==> src/rtl/regfile_seq_pkg.sv <==
// Shared types and constants for the bit-serial register-file sequencer.
package regfile_seq_pkg;

  localparam int D_WIDTH_DEF = 32;
  localparam int SEL_W_DEF   = 5;
  localparam int BIT_LAST    = D_WIDTH_DEF - 1;
  localparam int X0          = 0;

  typedef enum logic [1:0] {
    IDLE  = 2'd0,
    READ  = 2'd1,
    WRITE = 2'd2
  } state_t;

endpackage

==> src/rtl/regfile_seq_if.sv <==
// Request, register-file and serial-ALU signals of the sequencer.
// master = sequencer side, slave = decode / register file / ALU side.
interface regfile_seq_if #(
  parameter int D_WIDTH = 32,
  parameter int SEL_W   = 5
);
  logic               req_valid;
  logic               req_ready;
  logic [SEL_W-1:0]   req_rs1;
  logic [SEL_W-1:0]   req_rs2;
  logic [SEL_W-1:0]   req_rd;
  logic               req_wb;
  logic [SEL_W-1:0]   rf_regA_select;
  logic [SEL_W-1:0]   rf_regB_select;
  logic [SEL_W-1:0]   rf_bitPos;
  logic               rf_writeEn;
  logic               rf_data_in;
  logic               rf_portA;
  logic               rf_portB;
  logic               alu_opA;
  logic               alu_opB;
  logic               alu_first;
  logic               alu_last;
  logic               alu_res;
  logic               done;
  logic [D_WIDTH-1:0] result;

  modport master (
    input  req_valid, req_rs1, req_rs2, req_rd, req_wb, rf_portA, rf_portB, alu_res,
    output req_ready, rf_regA_select, rf_regB_select, rf_bitPos, rf_writeEn, rf_data_in,
           alu_opA, alu_opB, alu_first, alu_last, done, result
  );

  modport slave (
    output req_valid, req_rs1, req_rs2, req_rd, req_wb, rf_portA, rf_portB, alu_res,
    input  req_ready, rf_regA_select, rf_regB_select, rf_bitPos, rf_writeEn, rf_data_in,
           alu_opA, alu_opB, alu_first, alu_last, done, result
  );
endinterface

==> src/rtl/regfile_seq_bitctr.sv <==
// Bit-position counter shared by the READ and WRITE phases; wraps to 0
// after LAST and flags the final bit.
module regfile_seq_bitctr
  import regfile_seq_pkg::*;
#(
  parameter int W    = SEL_W_DEF,
  parameter int LAST = BIT_LAST
) (
  input  logic         clk,
  input  logic         rst,
  input  logic         clr,
  input  logic         en,
  output logic [W-1:0] cnt,
  output logic         last
);

  assign last = (cnt == W'(LAST));

  // Count bit positions; explicit wrap keeps non-power-of-two widths correct.
  always_ff @(posedge clk) begin
    if (rst || clr)  cnt <= '0;
    else if (en)     cnt <= last ? '0 : cnt + 1'b1;
  end

endmodule

==> src/rtl/regfile_seq.sv <==
// Sequencer for the bit-serial register file: READ phase streams rs1/rs2
// through the serial ALU into a shift buffer, optional WRITE phase streams
// the buffer back into rd over the port-A address.
module regfile_seq
  import regfile_seq_pkg::*;
#(
  parameter int D_WIDTH = D_WIDTH_DEF,
  parameter int SEL_W   = SEL_W_DEF
) (
  input  logic          clk,
  input  logic          rst,
  regfile_seq_if.master bus
);

  state_t             state;
  logic [SEL_W-1:0]   rs1Q, rs2Q, rdQ;
  logic               wbQ;
  logic [D_WIDTH-1:0] buffer;
  logic               doneQ;
  logic [SEL_W-1:0]   bitPos;
  logic               bitLast;

  regfile_seq_bitctr #(.W(SEL_W), .LAST(D_WIDTH - 1)) uCtr (
    .clk  (clk),
    .rst  (rst),
    .clr  (state == IDLE),
    .en   (state != IDLE),
    .cnt  (bitPos),
    .last (bitLast)
  );

  // Phase FSM, operand latches, result shift buffer and done pulse.
  always_ff @(posedge clk) begin
    if (rst) begin
      state  <= IDLE;
      rs1Q   <= '0;
      rs2Q   <= '0;
      rdQ    <= '0;
      wbQ    <= 1'b0;
      buffer <= '0;
      doneQ  <= 1'b0;
    end else begin
      doneQ <= 1'b0;
      unique case (state)
        IDLE: begin
          if (bus.req_valid) begin
            rs1Q  <= bus.req_rs1;
            rs2Q  <= bus.req_rs2;
            rdQ   <= bus.req_rd;
            wbQ   <= bus.req_wb;
            state <= READ;
          end
        end
        READ: begin
          // LSB-first capture of the ALU result.
          buffer <= {bus.alu_res, buffer[D_WIDTH-1:1]};
          if (bitLast) begin
            // x0 is never written, so a writeback to it skips WRITE.
            if (wbQ && rdQ != SEL_W'(X0)) begin
              state <= WRITE;
            end else begin
              state <= IDLE;
              doneQ <= 1'b1;
            end
          end
        end
        WRITE: begin
          // Rotate so the buffer holds the full result again at done.
          buffer <= {buffer[0], buffer[D_WIDTH-1:1]};
          if (bitLast) begin
            state <= IDLE;
            doneQ <= 1'b1;
          end
        end
        default: state <= IDLE;
      endcase
    end
  end

  // Register-file and ALU output muxing by phase; everything idles at 0.
  always_comb begin
    bus.rf_regA_select = '0;
    bus.rf_regB_select = '0;
    bus.rf_bitPos      = '0;
    bus.rf_writeEn     = 1'b0;
    bus.rf_data_in     = 1'b0;
    bus.alu_opA        = 1'b0;
    bus.alu_opB        = 1'b0;
    bus.alu_first      = 1'b0;
    bus.alu_last       = 1'b0;
    unique case (state)
      READ: begin
        bus.rf_regA_select = rs1Q;
        bus.rf_regB_select = rs2Q;
        bus.rf_bitPos      = bitPos;
        bus.alu_opA        = bus.rf_portA;
        bus.alu_opB        = bus.rf_portB;
        bus.alu_first      = (bitPos == '0);
        bus.alu_last       = bitLast;
      end
      WRITE: begin
        bus.rf_regA_select = rdQ;
        bus.rf_bitPos      = bitPos;
        // No write may land in a reset cycle.
        bus.rf_writeEn     = !rst;
        bus.rf_data_in     = buffer[0];
      end
      default: ;
    endcase
  end

  assign bus.req_ready = (state == IDLE);
  assign bus.done      = doneQ;
  assign bus.result    = buffer;

endmodule

==> src/flat_wrapper.sv <==
// flat-port wrapper written by rule: the top's interface ports become plain ports
module regfile_seq_flat import regfile_seq_pkg::*;
#(
  parameter int D_WIDTH = D_WIDTH_DEF,
  parameter int SEL_W   = SEL_W_DEF
)
  (clk, rst, bus_req_valid, bus_req_rs1, bus_req_rs2, bus_req_rd, bus_req_wb, bus_rf_portA, bus_rf_portB, bus_alu_res, bus_req_ready, bus_rf_regA_select, bus_rf_regB_select, bus_rf_bitPos, bus_rf_writeEn, bus_rf_data_in, bus_alu_opA, bus_alu_opB, bus_alu_first, bus_alu_last, bus_done, bus_result);
  regfile_seq_if #(.D_WIDTH(D_WIDTH), .SEL_W(SEL_W)) bus_i ();
  input  logic clk;
  input  logic rst;
  input wire logic [$bits(bus_i.req_valid)-1:0] bus_req_valid;
  input wire logic [$bits(bus_i.req_rs1)-1:0] bus_req_rs1;
  input wire logic [$bits(bus_i.req_rs2)-1:0] bus_req_rs2;
  input wire logic [$bits(bus_i.req_rd)-1:0] bus_req_rd;
  input wire logic [$bits(bus_i.req_wb)-1:0] bus_req_wb;
  input wire logic [$bits(bus_i.rf_portA)-1:0] bus_rf_portA;
  input wire logic [$bits(bus_i.rf_portB)-1:0] bus_rf_portB;
  input wire logic [$bits(bus_i.alu_res)-1:0] bus_alu_res;
  output wire logic [$bits(bus_i.req_ready)-1:0] bus_req_ready;
  output wire logic [$bits(bus_i.rf_regA_select)-1:0] bus_rf_regA_select;
  output wire logic [$bits(bus_i.rf_regB_select)-1:0] bus_rf_regB_select;
  output wire logic [$bits(bus_i.rf_bitPos)-1:0] bus_rf_bitPos;
  output wire logic [$bits(bus_i.rf_writeEn)-1:0] bus_rf_writeEn;
  output wire logic [$bits(bus_i.rf_data_in)-1:0] bus_rf_data_in;
  output wire logic [$bits(bus_i.alu_opA)-1:0] bus_alu_opA;
  output wire logic [$bits(bus_i.alu_opB)-1:0] bus_alu_opB;
  output wire logic [$bits(bus_i.alu_first)-1:0] bus_alu_first;
  output wire logic [$bits(bus_i.alu_last)-1:0] bus_alu_last;
  output wire logic [$bits(bus_i.done)-1:0] bus_done;
  output wire logic [$bits(bus_i.result)-1:0] bus_result;
  assign bus_i.req_valid = bus_req_valid;
  assign bus_i.req_rs1 = bus_req_rs1;
  assign bus_i.req_rs2 = bus_req_rs2;
  assign bus_i.req_rd = bus_req_rd;
  assign bus_i.req_wb = bus_req_wb;
  assign bus_i.rf_portA = bus_rf_portA;
  assign bus_i.rf_portB = bus_rf_portB;
  assign bus_i.alu_res = bus_alu_res;
  assign bus_req_ready = bus_i.req_ready;
  assign bus_rf_regA_select = bus_i.rf_regA_select;
  assign bus_rf_regB_select = bus_i.rf_regB_select;
  assign bus_rf_bitPos = bus_i.rf_bitPos;
  assign bus_rf_writeEn = bus_i.rf_writeEn;
  assign bus_rf_data_in = bus_i.rf_data_in;
  assign bus_alu_opA = bus_i.alu_opA;
  assign bus_alu_opB = bus_i.alu_opB;
  assign bus_alu_first = bus_i.alu_first;
  assign bus_alu_last = bus_i.alu_last;
  assign bus_done = bus_i.done;
  assign bus_result = bus_i.result;
  regfile_seq #(.D_WIDTH(D_WIDTH), .SEL_W(SEL_W)) u_core (.clk(clk), .rst(rst), .bus(bus_i));
endmodule
==> config.mk <==
export PLATFORM = sky130hd
export DESIGN_NAME = regfile_seq_flat
export DESIGN_NICKNAME = d
export VERILOG_FILES = /design/src/rtl/regfile_seq_pkg.sv /design/src/rtl/regfile_seq_if.sv /design/src/rtl/regfile_seq_bitctr.sv /design/src/rtl/regfile_seq.sv /design/src/flat_wrapper.sv
export SDC_FILE = /design/constraint.sdc
export NUM_CORES = 1
export LEC_CHECK = 0
export ABC_AREA = 1
export CAP_MARGIN = 20
export CORE_ASPECT_RATIO = 0.75
export CORE_UTILIZATION = 48
export CTS_BUF_LIST = sky130_fd_sc_hd__clkbuf_16
export CTS_CLUSTER_SIZE = 12
export DETAILED_ROUTE_END_ITERATION = 10
export GPL_TIMING_DRIVEN = 1
export PLACE_DENSITY = 0.83
export SYNTH_ARGS = -nofsm -noshare
export SYNTH_HDL_FRONTEND = slang
export SYNTH_SLANG_ARGS = --single-unit
==> constraint.sdc <==
create_clock -name clk -period 4.7 [get_ports clk]
set_input_delay 1.41 -clock clk [delete_from_list [all_inputs] [get_ports clk]]
set_output_delay 1.41 -clock clk [all_outputs]
set_load 0.02 [all_outputs]
==> impl_metrics.tcl <==
set metrics [dict create \
    period_share 0.882 \
    vias_per_cell 4.91 \
    cts_buffer_depth 2 \
    die-height_um 61.7 \
    power_density_mw_per_mm2 367 \
    finClkSkew_ns 0.00274 \
    hp-class "reg2reg" \
    yosysWarnings 0 \
    ys_seq_area_frac 0.492 \
    cp_max_fo 5 \
    coreArea_mm2 0.00452 \
    dieArea_mm2 0.00503 \
    async_flop_share 0 \
    cp_data_required_time_ns 3.29 \
    grt_pass1_vias 1844 \
    ys_ff_latch 56 \
    antenna_cells 0 \
    synthDistinctLibCells 21 \
    clock-sinks 56 \
    setup-tns-final_ns 0 \
    cp_common_cell "clkdlybuf4s50_1" \
    path_clk_slew_ns 0.07 \
    slew_headroom 0.560 \
    finalWirelength_um 5340 \
    arrival_ns 2.73 \
    worst_slack_ns 0.557 \
    die_w_um 81.6 \
    io_pins 77 \
    synth_top_cell_area_share 0.492 \
    dr.pass1.iters 4 \
    syn_nets 343 \
    synthFlopType "dfxtp_1" \
    cts_tree "done" \
    nNetsFinal 411 \
    overflow 0 \
    worstSetupEndpointType "primary output" \
    slew_violations 0 \
    utilization 0.706 \
    rows 21 \
    r2r_cells 5 \
    route.vias.total 2165 \
    rrSetupSlack_ns 3.14 \
    rr_startpoint "u_core.state[0]$_SDFFE_PP0P_" \
    synth_area_leaders "dfxtp_1 49%, nor2_1 17%, o21ai_0 8.1%, nand2_1 5.9%, inv_1 4.1%" \
    cts_inserted_buffers 5 \
    synth_top_area_cell "dfxtp_1" \
    dp_slack_ns 0.586 \
    hpwl_um 3480 \
    max_stage_delay_ns 0.62 \
    drt-wirelength-per-cell_um 12.1 \
    num-fill-cells 365 \
    grt_first_pass_wirelength_um 8270 \
    cp_slowest_cell "clkdlybuf4s50_1" \
    antenna_found_initial 0 \
    p_leak_nw 1.40 \
    post-route-min-period_ns 4.14 \
    drive_above_1_share 0.0339 \
    syn_avg_cell_area_um2 7.24 \
    crit_start "rst" \
    fmax_ghz 0.241 \
    cp-start-kind "input port" \
    r2r-end "u_core.bus.result[3]$_SDFFE_PP0N_" \
    ir_drop_mv 0.233 \
    postSynthCellCount 315 \
    worst_pin_slew_ns 0.659 \
    hold_viol 0 \
    dpl_cell_area_mm2 0.00302 \
    drc 0 \
    grt_util_all_layers 0.218 \
    drt_iter0_drc 90 \
    rsz0062_at_grt "no" \
    start_util 0.504 \
    grt_max_degree 50 \
    ant_nets 0 \
    setup_viol 0 \
    clock_latency_ns 0.29 \
    cts_max_level 2 \
    path_cells "clkdlybuf4s50_1, nor2_1, clkdlybuf4s50_1" \
    io_buffers 76 \
    postCtsSetupBuffers 0 \
    post_cts_resized 0 \
    max_cap_violations 0 \
    netlist_area_mm2 0.00228 \
    hold_buffers 0 \
    place.gp.congestion 0.817 \
    cts-root-buf "clkbuf_16" \
    synth_most_common_cell "nor2_1" \
    status "completed" \
    synth_common_cells "103 x nor2_1, 56 x dfxtp_1, 37 x o21ai_0" \
    path_class "in2out" \
    area_growth_syn_to_layout_pct 40.0 \
    synth_edf_count 0 \
    cp-endpoint "bus_rf_writeEn" \
    design_area_mm2 0.00319 \
]
[layout by cell type (no fill, tap or decap)]
master	instances
nor2_1	103
clkdlybuf4s50_1	76
dfxtp_1	56
o21ai_0	37
nand2_1	36
inv_1	25
a21oi_1	12
o21ai_1	12
ha_1	6
clkbuf_16	5
inv_2	3
nand3_1	3
nor4_1	1
nand2_4	1
clkinv_2	1
and2_1	1
nor3_1	1
nor3b_1	1
bufinv_16	1
clkinv_4	1
clkinv_1	1
buf_4	1
[stage by stage]
stage               instances  hold slack [ns]  total power (W)
floorplan                 315            0.440         0.000674
global placement          433            0.457         0.000763
detailed placement        433            0.464         0.000768
CTS                       441            0.480          0.00118
global route              441            0.513          0.00122
finish                    441            0.479          0.00117
[cell type report]
type	instances	area (µm²)	share of cell area
flip-flops and latches	56	1120	0.351
multi-input cells	214	953	0.299
clock inverters	3	42.5	0.0133
inverters	29	110	0.0345
clock buffers	5	125	0.0392
repair buffers	77	768	0.241
well taps	57	71.3	0.0223
[worst max-delay path: cells and delay by family]
kind / cells / cell delay (ns)
simple gates: 1 / 0.16
buf+inv: 2 / 1.16
[per-layer routing]
metal  global-route usage  vias to the layer above  part of all wire
met1                0.288                      986              0.48
li1                     -                     1120                 -
met4               0.0602                        0            0.0082
met3               0.0533                        6             0.048
met5                    0                        -                 0
met2                0.361                       53              0.46
[kinds of logic (layout without fill, tap and decap cells)]
family | after synthesis | in the layout | synth area share
flops | 56 | 56 | 0.492
buf+inv | 45 | 114 | 0.0900
simple gates | 147 | 147 | 0.251
compound gates | 61 | 61 | 0.134
fa+ha+maj | 6 | 6 | 0.0329
[registers in the layout (all words and copies together) (netlist names)]
register           count
u_core.bus.done        1
u_core.bus.result     32
u_core.rdQ             5
u_core.rs1Q            5
u_core.rs2Q            5
u_core.state           2
u_core.uCtr.cnt        5
u_core.wbQ             1
[worst min-delay path by stage]
stage                                     from                         endpoint  slack (ns)  cells after the start
3_5_place_dp   u_core.uCtr.cnt[0]$_SDFFE_PP0N_  u_core.uCtr.cnt[0]$_SDFFE_PP0N_        0.46                      1
5_1_grt            u_core.rs2Q[4]$_SDFFE_PP0P_      u_core.rs2Q[4]$_SDFFE_PP0P_        0.51                      2
4_1_cts        u_core.uCtr.cnt[0]$_SDFFE_PP0N_  u_core.uCtr.cnt[0]$_SDFFE_PP0N_        0.48                      1
2_1_floorplan  u_core.uCtr.cnt[0]$_SDFFE_PP0N_  u_core.uCtr.cnt[0]$_SDFFE_PP0N_        0.44                      1
6_report       u_core.uCtr.cnt[0]$_SDFFE_PP0N_  u_core.uCtr.cnt[0]$_SDFFE_PP0N_        0.48                      1
3_3_place_gp   u_core.uCtr.cnt[0]$_SDFFE_PP0N_  u_core.uCtr.cnt[0]$_SDFFE_PP0N_        0.46                      1
[where the power goes]
part / internal [W] / switching, W / leakage (nW)
Sequential: 0.000514 / 0.0000276 / 0.460
Combinational: 0.0000955 / 0.000122 / 0.861
Clock: 0.000250 / 0.000161 / 0.0814
Total: 0.000860 / 0.000310 / 1.40
Power figures use the tool's default switching activity.
